===== config.mk =====
export PLATFORM = sky130hd
export DESIGN_NAME = ex_alu_unit
export DESIGN_NICKNAME = d
export VERILOG_FILES = /design/src/rtl/ex_alu_unit.sv
export SDC_FILE = /design/constraint.sdc
export NUM_CORES = 1
export LEC_CHECK = 0
export CORE_MARGIN = 10
export CORE_UTILIZATION = 48
export DETAILED_ROUTE_END_ITERATION = 10
export PLACE_DENSITY = 0.69
export SLEW_MARGIN = 5
export SYNTH_ARGS = -nofsm -noshare
export SYNTH_HDL_FRONTEND = slang
export SYNTH_SLANG_ARGS = --single-unit

===== constraint.sdc =====
create_clock -name clk_i -period 14.7 [get_ports clk_i]
set_input_delay 2.94 -clock clk_i [delete_from_list [all_inputs] [get_ports clk_i]]
set_output_delay 2.94 -clock clk_i [all_outputs]
set_load 0.01 [all_outputs]

===== src/rtl/ex_alu_unit.sv =====
// Execute-stage arithmetic: ALU control decode, 32-bit ALU, branch/PC adder.
// Registered ALU result and zero flag feed the EX/MEM boundary.
module ex_alu_unit (
    input  logic        clk_i,
    input  logic        rst_i,
    input  logic [31:0] data1_i,
    input  logic [31:0] data2_i,
    input  logic [5:0]  funct_i,
    input  logic [1:0]  ALUOp_i,
    output logic [2:0]  ALUCtrl_o,
    output logic [31:0] data_o,
    output logic        Zero_o,
    input  logic [31:0] add_a_i,
    input  logic [31:0] add_b_i,
    output logic [31:0] add_o,
    output logic [31:0] result_q_o,
    output logic        zero_q_o
);

    localparam logic [2:0] CTRL_AND = 3'b000;
    localparam logic [2:0] CTRL_OR  = 3'b001;
    localparam logic [2:0] CTRL_ADD = 3'b010;
    localparam logic [2:0] CTRL_MUL = 3'b011;
    localparam logic [2:0] CTRL_SUB = 3'b110;
    localparam logic [2:0] CTRL_SLT = 3'b111;

    logic [2:0]  alu_ctrl;
    logic [31:0] alu_res;
    logic [31:0] mul_lo;
    logic        slt_bit;
    logic [31:0] result_d, result_q;
    logic        zero_d, zero_q;

    always_comb begin
        alu_ctrl = CTRL_ADD;
        case (ALUOp_i)
            2'b00: alu_ctrl = CTRL_ADD;
            2'b01: alu_ctrl = CTRL_SUB;
            2'b11: alu_ctrl = CTRL_OR;
            default: begin
                case (funct_i)
                    6'b100000: alu_ctrl = CTRL_ADD;
                    6'b100010: alu_ctrl = CTRL_SUB;
                    6'b100100: alu_ctrl = CTRL_AND;
                    6'b100101: alu_ctrl = CTRL_OR;
                    6'b011000: alu_ctrl = CTRL_MUL;
                    6'b101010: alu_ctrl = CTRL_SLT;
                    default:   alu_ctrl = CTRL_ADD;
                endcase
            end
        endcase
    end

    assign mul_lo  = data1_i * data2_i;
    assign slt_bit = $signed(data1_i) < $signed(data2_i);

    // Codes 100 and 101 are unused and produce zero.
    always_comb begin
        alu_res = '0;
        case (alu_ctrl)
            CTRL_AND: alu_res = data1_i & data2_i;
            CTRL_OR:  alu_res = data1_i | data2_i;
            CTRL_ADD: alu_res = data1_i + data2_i;
            CTRL_SUB: alu_res = data1_i - data2_i;
            CTRL_MUL: alu_res = mul_lo;
            CTRL_SLT: alu_res = {31'b0, slt_bit};
            default:  alu_res = '0;
        endcase
    end

    assign ALUCtrl_o = alu_ctrl;
    assign data_o    = alu_res;
    assign Zero_o    = ~|alu_res;
    assign add_o     = add_a_i + add_b_i;

    assign result_d = alu_res;
    assign zero_d   = ~|alu_res;

    always_ff @(posedge clk_i or negedge rst_i) begin
        if (!rst_i) begin
            result_q <= '0;
            zero_q   <= 1'b0;
        end else begin
            result_q <= result_d;
            zero_q   <= zero_d;
        end
    end

    assign result_q_o = result_q;
    assign zero_q_o   = zero_q;

endmodule


==> results of run 1 <==
## stage by stage
step | instance area [um^2] | util
finish | 26500 | 0.582
global route | 26500 | 0.582
CTS | 26300 | 0.577
detailed placement | 26100 | 0.573
global placement | 26100 | 0.573
floorplan | 22200 | -
## path summary, 6_finish.rpt
path / startpoint / end / slack, ns / depth (start not counted)
worst max-delay path: data2_i[4] / Zero_o / 0.21 / 28
worst min-delay path: rst_i / result_q_o[25]$_DFF_PN0_ / 3.09 / 2
max in group asynchronous: rst_i / result_q_o[10]$_DFF_PN0_ / 11.30 / 2
min in group clk_i: ALUOp_i[1] / result_q_o[4]$_DFF_PN0_ / 3.62 / 3
## cells by family (layout without fill, tap and decap cells)
kind of cell / Yosys count / in the layout
XOR/XNOR: 129 / 129
AND/OR/NAND/NOR: 850 / 850
AO/OA/AOI/OAI: 428 / 428
adder cells (fa/ha/maj): 661 / 661
flip-flops: 33 / 33
buffers and inverters: 602 / 911
multiplexers: 10 / 10
other: 0 / 2
## state kept, by name, indices dropped and copies added (netlist names)
name / flops
zero_q_o: 1
result_q_o: 32
## placed cells by master (no fill, tap or decap), types with 6 or more instances in the layout
master,count
a21oi_1,93
a211oi_1,33
dfrtp_1,33
buf_12,6
o211ai_1,17
nor2_1,398
nor4_1,8
ha_1,248
clkdlybuf4s50_1,234
o22ai_1,7
and2_1,9
or4_1,7
o21ai_1,15
xnor2_1,98
nor3_1,34
o21a_1,18
nor2b_1,16
nand3_1,24
a221oi_1,7
o31a_1,8
or3_1,10
inv_1,465
o31ai_1,11
buf_4,165
xor2_1,31
clkinv_1,13
a21o_1,27
inv_2,8
o21bai_1,16
o21ai_0,66
nand2b_1,18
mux2i_1,9
o221ai_1,16
a221o_1,7
fa_1,411
a31oi_1,23
clkinvlp_4,8
nand2_1,277
## repair_timing
item | 4_1_cts | 5_1_grt
resized for setup | 2 | 19
setup buffers | 2 | 18
hold buffers | 0 | 0
setup endpoints to repair | 1 | 3
pin swaps | 0 | 0
## per-layer routing
metal | routed length [um] | vias to the layer above | track usage
met5 | 58 | - | 0
met4 | 5690 | 8 | 0.171
met3 | 9780 | 287 | 0.0712
met2 | 44700 | 1302 | 0.556
met1 | 34900 | 10718 | 0.407
li1 | - | 9233 | -
## layout make-up
| type | instances | area share |
|---|---|---|
| diodes | 2 | 0.000189 |
| clock buffers | 6 | 0.00486 |
| clock inverters | 2 | 0.000377 |
| inverters | 494 | 0.0710 |
| multi-input cells | 2078 | 0.723 |
| flip-flops and latches | 33 | 0.0311 |
| well taps | 600 | 0.0283 |
| repair buffers | 409 | 0.141 |
==> impl_metrics.env, run 1 <==
export IMPL_status="finished, final reports clean"
export IMPL_synth_adder_area_share=0.511
export IMPL_nets=3820
export IMPL_dp_cells=3594
export IMPL_post_dp_hpwl_um=80000
export IMPL_synth_most_common_cell="inv_1"
export IMPL_grt_max_degree=34
export IMPL_viasPerCell=5.95
export IMPL_globalRouteOverflowTotal=0
export IMPL_drt_iter0_markers=2015
export IMPL_synth_top_family_by_area="adder cells"
export IMPL_maxCapViolCount=0
export IMPL_clock_sinks=33
export IMPL_cts_tree="done"
export IMPL_syn_nets=3512
export IMPL_drt_total_wl_um=95100
export IMPL_multi_input_area_um2=19200
export IMPL_worstPathMaxFanout=7
export IMPL_ys_top_cells_by_count="inv_1 (474), fa_1 (411), nor2_1 (400)"
export IMPL_htreeDepth=2
export IMPL_synth_warnings=0
export IMPL_path_common_cell="fa_1"
export IMPL_fmax_mhz=69.0
export IMPL_setup_violations=0
export IMPL_start_util=0.488
export IMPL_slew_headroom=0.128
export IMPL_yosysTopAreaCell="fa_1"
export IMPL_num_io_pins=239
export IMPL_die_height_um=235
export IMPL_synth_async_reset_ratio=1.00
export IMPL_required_ns=11.76
export IMPL_yosysTopAreaCellShare=0.370
export IMPL_path_clk_slew_ns=0.06
export IMPL_path_class="in2out"
export IMPL_grt_pass1_wl_um=142000
export IMPL_synth_xor_area_frac=0.0508
export IMPL_hold_viol_final=0
export IMPL_fillers=4129
export IMPL_min_period_over_period=0.986
export IMPL_synth_simple_gate_area_frac=0.164
export IMPL_dp_slack_ns=0.0198
export IMPL_die_w_um=235
export IMPL_fin_cells=3624
export IMPL_cp_slowest_cell="clkdlybuf4s50_1"
export IMPL_layout_setup_ws_ns=0.208
export IMPL_synthFlopType="dfrtp_1"
export IMPL_drive_gt1_frac=0.0738
export IMPL_cp_start_kind="input pin"
export IMPL_vias=21548
export IMPL_synthMuxAreaShare=0.00456
export IMPL_cp_slowest_stage_delay_ns=0.57
export IMPL_regArea_um2=826
export IMPL_postSynthAreaPerCell_um2=8.19
export IMPL_wl_per_cell_um=26.2
export IMPL_synth_edff_count=0
export IMPL_place_congestion=1.02
export IMPL_fin_crit_ns=14.49
export IMPL_drc=0
export IMPL_synthTopCellsByArea="fa_1 (37%), ha_1 (14%), inv_1 (8.0%)"
export IMPL_synthCells=2713
export IMPL_path_buf_inv=6
export IMPL_ys_seq_area_frac=0.0372
export IMPL_numCtsBuffers=5
export IMPL_synth_area_um2=22200
export IMPL_cp_arrival_ns=11.55
export IMPL_die_area_um2=55300
export IMPL_hp_class="in2async"
export IMPL_area_delta_synth_final_pct=19.3
export IMPL_firstDrtPassIters=6
export IMPL_port_buffers=238
export IMPL_track_usage=0.336
export IMPL_core_area_um2=45600
export IMPL_slew_violations=0
export IMPL_drtAntennaViolNets=0
export IMPL_antenna_found_initial=4
export IMPL_final_setup_tns_ns=0
export IMPL_cpLargestDelayFamily="adder cells"
export IMPL_first_global_vias=22602
export IMPL_holdWs_ns=3.09
export IMPL_synth_compound_area_share=0.130
export IMPL_ys_types=88
export IMPL_root_buffer="clkbuf_16"
export IMPL_ys_seq_elements=33
export IMPL_tightest_slew_ns=1.29
export IMPL_clock_path_buffers=2
export IMPL_cp_end_kind="output pin"
export IMPL_rows=78
Power of run 1 is not shown: default switching activity piles up to over one toggle a cycle in this logic, so the estimate is an artifact.
==> run 2: changes to the inputs <==
--- a/config.mk
+++ b/config.mk
@@ -8,6 +8,7 @@
 export CORE_MARGIN = 10
 export CORE_UTILIZATION = 48
 export DETAILED_ROUTE_END_ITERATION = 10
+export MAX_ROUTING_LAYER = met4
 export PLACE_DENSITY = 0.69
 export SLEW_MARGIN = 5
 export SYNTH_ARGS = -nofsm -noshare
==> constraint.sdc (replaced) <==
create_clock -name clk_i -period 14.7 [get_ports clk_i]
set_input_delay 2.94 -clock clk_i [delete_from_list [all_inputs] [get_ports clk_i]]
set_output_delay 2.94 -clock clk_i [all_outputs]
set_load 0.02 [all_outputs]
==> impl_metrics.env, run 2 (synthesized netlist as in run 1, its figures left out) <==
export IMPL_status="finished, final reports clean"
export IMPL_gr_usage_met2=0.540
export IMPL_drtAntennaViolNets=0
export IMPL_path_common_cell="fa_1"
export IMPL_grt_busiest_layer="met2"
export IMPL_path_buf_inv=11
export IMPL_hp_class="in2async"
export IMPL_tightest_slew_ns=1.09
export IMPL_min_period_over_period=0.980
export IMPL_post_dp_hpwl_um=77100
export IMPL_num_io_pins=239
export IMPL_vias=21603
export IMPL_fin_crit_ns=14.40
export IMPL_final_area_um2=26500
export IMPL_root_buffer="clkbuf_16"
export IMPL_firstDrtPassIters=6
export IMPL_hold_viol_final=0
export IMPL_required_ns=11.76
export IMPL_fmax_mhz=69.4
export IMPL_hold_buffers=0
export IMPL_slew_headroom=0.268
export IMPL_track_usage=0.338
export IMPL_first_global_vias=23017
export IMPL_antenna_found_initial=4
export IMPL_die_area_um2=55300
export IMPL_wl_per_cell_um=25.6
export IMPL_drt_total_wl_um=92500
export IMPL_area_delta_synth_final_pct=19.2
export IMPL_numCtsBuffers=5
export IMPL_place_congestion=1.03
export IMPL_grt_use_met1=0.404
export IMPL_cp_slowest_cell="clkdlybuf4s50_1"
export IMPL_mostFrequentLayoutCells="inv_1 (471), fa_1 (411), nor2_1 (399), nand2_1 (277), ha_1 (248)"
export IMPL_largest_reg_flops=32
export IMPL_clock_sinks=33
export IMPL_start_util=0.488
export IMPL_drive_gt1_frac=0.0671
export IMPL_clock_path_buffers=2
export IMPL_globalRouteOverflowTotal=0
export IMPL_maxCapViolCount=0
export IMPL_nets=3807
export IMPL_cts_tree="done"
export IMPL_final_setup_tns_ns=0
export IMPL_core_area_um2=45600
export IMPL_final_common_cell="inv_1"
export IMPL_fin_cells=3613
export IMPL_grt_pass1_wl_um=141000
export IMPL_drc=0
export IMPL_cp_start_kind="input pin"
export IMPL_cp_slowest_stage_delay_ns=0.64
export IMPL_cp_end_kind="output pin"
export IMPL_dp_cells=3594
export IMPL_path_class="in2out"
export IMPL_setup_violations=0
export IMPL_port_buffers=238
export IMPL_detailed_place_area_um2=26200
export IMPL_path_clk_slew_ns=0.06
export IMPL_slew_violations=0
export IMPL_worstPathMaxFanout=12
export IMPL_viasPerCell=5.98
export IMPL_rows=78
export IMPL_htreeDepth=2
export IMPL_die_height_um=235
export IMPL_cpLargestDelayFamily="adder cells"
export IMPL_cp_arrival_ns=11.46
export IMPL_grt_max_degree=34
export IMPL_rsz0062_at_grt="false"
export IMPL_grt_use_met3=0.0569
export IMPL_die_w_um=235
export IMPL_drt_iter0_markers=2455
## run 2: layer usage
metal	vias to the layer above	part of all wire
met5	-	0
met2	1272	0.47
met4	0	0.061
met3	310	0.088
li1	9219	-
met1	10802	0.38
## run 2: layout make-up
type / count / area (um^2)
Multi-Input combinational cell: 2078 / 19200
Tap cell: 600 / 751
Fill cell: 4144 / 19100
Timing Repair Buffer: 396 / 3700
Antenna cell: 4 / 10.0
Sequential cell: 33 / 826
Clock inverter: 1 / 30.0
Clock buffer: 7 / 143
Inverter: 494 / 1870
## run 2: path summary, 6_finish.rpt
check / cells after the start / start / to
worst max-delay path: 31 / data1_i[9] / data_o[28]
max in group asynchronous: 2 / rst_i / result_q_o[7]$_DFF_PN0_
worst min-delay path: 2 / rst_i / result_q_o[17]$_DFF_PN0_
min in group clk_i: 3 / ALUOp_i[1] / result_q_o[4]$_DFF_PN0_
## run 2: through the flow
stage / utilization / hold slack, ns / setup slack, ns
after floorplan: - / 2.64 / 1.51
after global placement: 0.574 / 3.37 / 0.0684
after detailed placement: 0.574 / 3.38 / 0.0378
after CTS: 0.578 / 3.08 / 0.0146
after global routing: 0.581 / 3.12 / 0.0541
final: 0.581 / 3.07 / 0.297
## run 2: what timing repair did
action,4_1_cts,5_1_grt
hold endpoints to repair,0,0
endpoints found under the setup margin,1,5
buffers inserted,0,7
gates resized for setup,1,13
Power of run 2 is left out for the same reason.
==> run 3: changes to the inputs <==
--- a/config.mk
+++ b/config.mk
@@ -9,7 +9,7 @@
 export CORE_UTILIZATION = 48
 export DETAILED_ROUTE_END_ITERATION = 10
 export MAX_ROUTING_LAYER = met4
-export PLACE_DENSITY = 0.69
+export PLACE_DENSITY_LB_ADDON = 0.2
 export SLEW_MARGIN = 5
 export SYNTH_ARGS = -nofsm -noshare
 export SYNTH_HDL_FRONTEND = slang
==> impl_metrics.env, run 3 (synthesized netlist as in run 1, its figures left out) <==
export IMPL_place_congestion=1.03
export IMPL_grt_pass1_wl_um=140000
export IMPL_numCtsBuffers=5
export IMPL_required_ns=11.76
export IMPL_drive_gt1_frac=0.0636
export IMPL_cp_end_kind="output pin"
export IMPL_fmax_mhz=69.1
export IMPL_min_period_over_period=0.984
export IMPL_nets=3800
export IMPL_viasPerCell=5.88
export IMPL_drtAntennaViolNets=0
export IMPL_slew_headroom=0.258
export IMPL_final_setup_tns_ns=0
export IMPL_layout_setup_ws_ns=0.229
export IMPL_path_clk_slew_ns=0.06
export IMPL_rows=78
export IMPL_root_buffer="clkbuf_16"
export IMPL_wl_per_cell_um=25.9
export IMPL_cp_start_kind="input pin"
export IMPL_port_buffers=238
export IMPL_rsz0062_at_grt="false"
export IMPL_num_io_pins=239
export IMPL_largest_reg_flops=32
export IMPL_die_w_um=235
export IMPL_final_common_cell="inv_1"
export IMPL_drt_iter0_markers=1949
export IMPL_die_height_um=235
export IMPL_dp_slack_ns=0.0960
export IMPL_track_usage=0.340
export IMPL_antenna_found_initial=5
export IMPL_clock_path_buffers=2
export IMPL_mostFrequentLayoutCells="inv_1 (473), fa_1 (411), nor2_1 (398), nand2_1 (277), ha_1 (250)"
export IMPL_status="finished, final reports clean"
export IMPL_fin_crit_ns=14.47
export IMPL_htreeDepth=2
export IMPL_core_area_um2=45600
export IMPL_drt_total_wl_um=93300
export IMPL_cts_tree="done"
export IMPL_path_class="in2out"
export IMPL_grt_max_degree=34
export IMPL_post_dp_hpwl_um=78000
export IMPL_maxCapViolCount=0
export IMPL_setup_violations=0
export IMPL_firstDrtPassIters=6
export IMPL_hp_class="in2async"
export IMPL_cp_slowest_cell="clkdlybuf4s50_1"
export IMPL_worstPathMaxFanout=5
export IMPL_cp_arrival_ns=11.53
export IMPL_hold_viol_final=0
export IMPL_drc=0
export IMPL_tightest_slew_ns=1.11
export IMPL_slew_violations=0
export IMPL_regArea_um2=826
export IMPL_path_common_cell="fa_1"
export IMPL_fillers=4239
export IMPL_globalRouteOverflowTotal=0
export IMPL_start_util=0.488
export IMPL_vias=21226
export IMPL_area_delta_synth_final_pct=18.4
export IMPL_multi_input_area_um2=19100
export IMPL_first_global_vias=22182
export IMPL_clock_sinks=33
export IMPL_cp_slowest_stage_delay_ns=0.65
export IMPL_die_area_um2=55300
run 3: how the worst max path moves through the flow:
stage / startpoint / end / slack (ns) / depth (start not counted)
2_1_floorplan: data2_i[2] / Zero_o / 1.51 / 27
3_3_place_gp: data2_i[15] / Zero_o / 0.09 / 25
3_5_place_dp: data1_i[7] / Zero_o / 0.1 / 29
4_1_cts: data1_i[7] / Zero_o / 0.05 / 29
5_1_grt: data1_i[7] / data_o[29] / 0.01 / 28
6_report: data1_i[7] / data_o[29] / 0.23 / 28
run 3: layout make-up:
class	instances	area share
clock inverters	2	0.000380
clock buffers	6	0.00490
diodes	8	0.000761
well taps	600	0.0285
repair buffers	389	0.136
multi-input cells	2078	0.728
flip-flops and latches	33	0.0314
inverters	494	0.0708
run 3: through the flow:
stage | util | hold WS [ns] | area (um^2) | instances
final | 0.577 | 3.08 | 26300 | 3610
after global routing | 0.577 | 3.12 | 26300 | 3610
after CTS | 0.576 | 3.09 | 26300 | 3601
after detailed placement | 0.573 | 3.39 | 26100 | 3593
after global placement | 0.573 | 3.37 | 26100 | 3593
after floorplan | - | 2.64 | 22200 | 2713
run 3: critical path, delay by kind of cell:
kind	cells	cell delay (ns)
fa+ha+maj	9	3.86
buf+inv	8	2.17
simple gates	5	1.31
compound gates	5	1.04
xor+xnor	1	0.24
run 3: layer usage:
metal	global-route usage	wire length [um]	share of wire	vias to the layer above
met4	0.127	4470	0.048	0
met3	0.0618	8060	0.086	232
met2	0.566	45200	0.48	1084
met1	0.405	35600	0.38	10711
li1	-	-	-	9199
met5	-	0	0	-
run 3: timing repair:
item | in CTS | in global routing
endpoints found under the setup margin | 0 | 1
buffers inserted | 0 | 1
gates resized for setup | 0 | 7
hold buffers | 0 | 0
Power of run 3 is left out for the same reason.
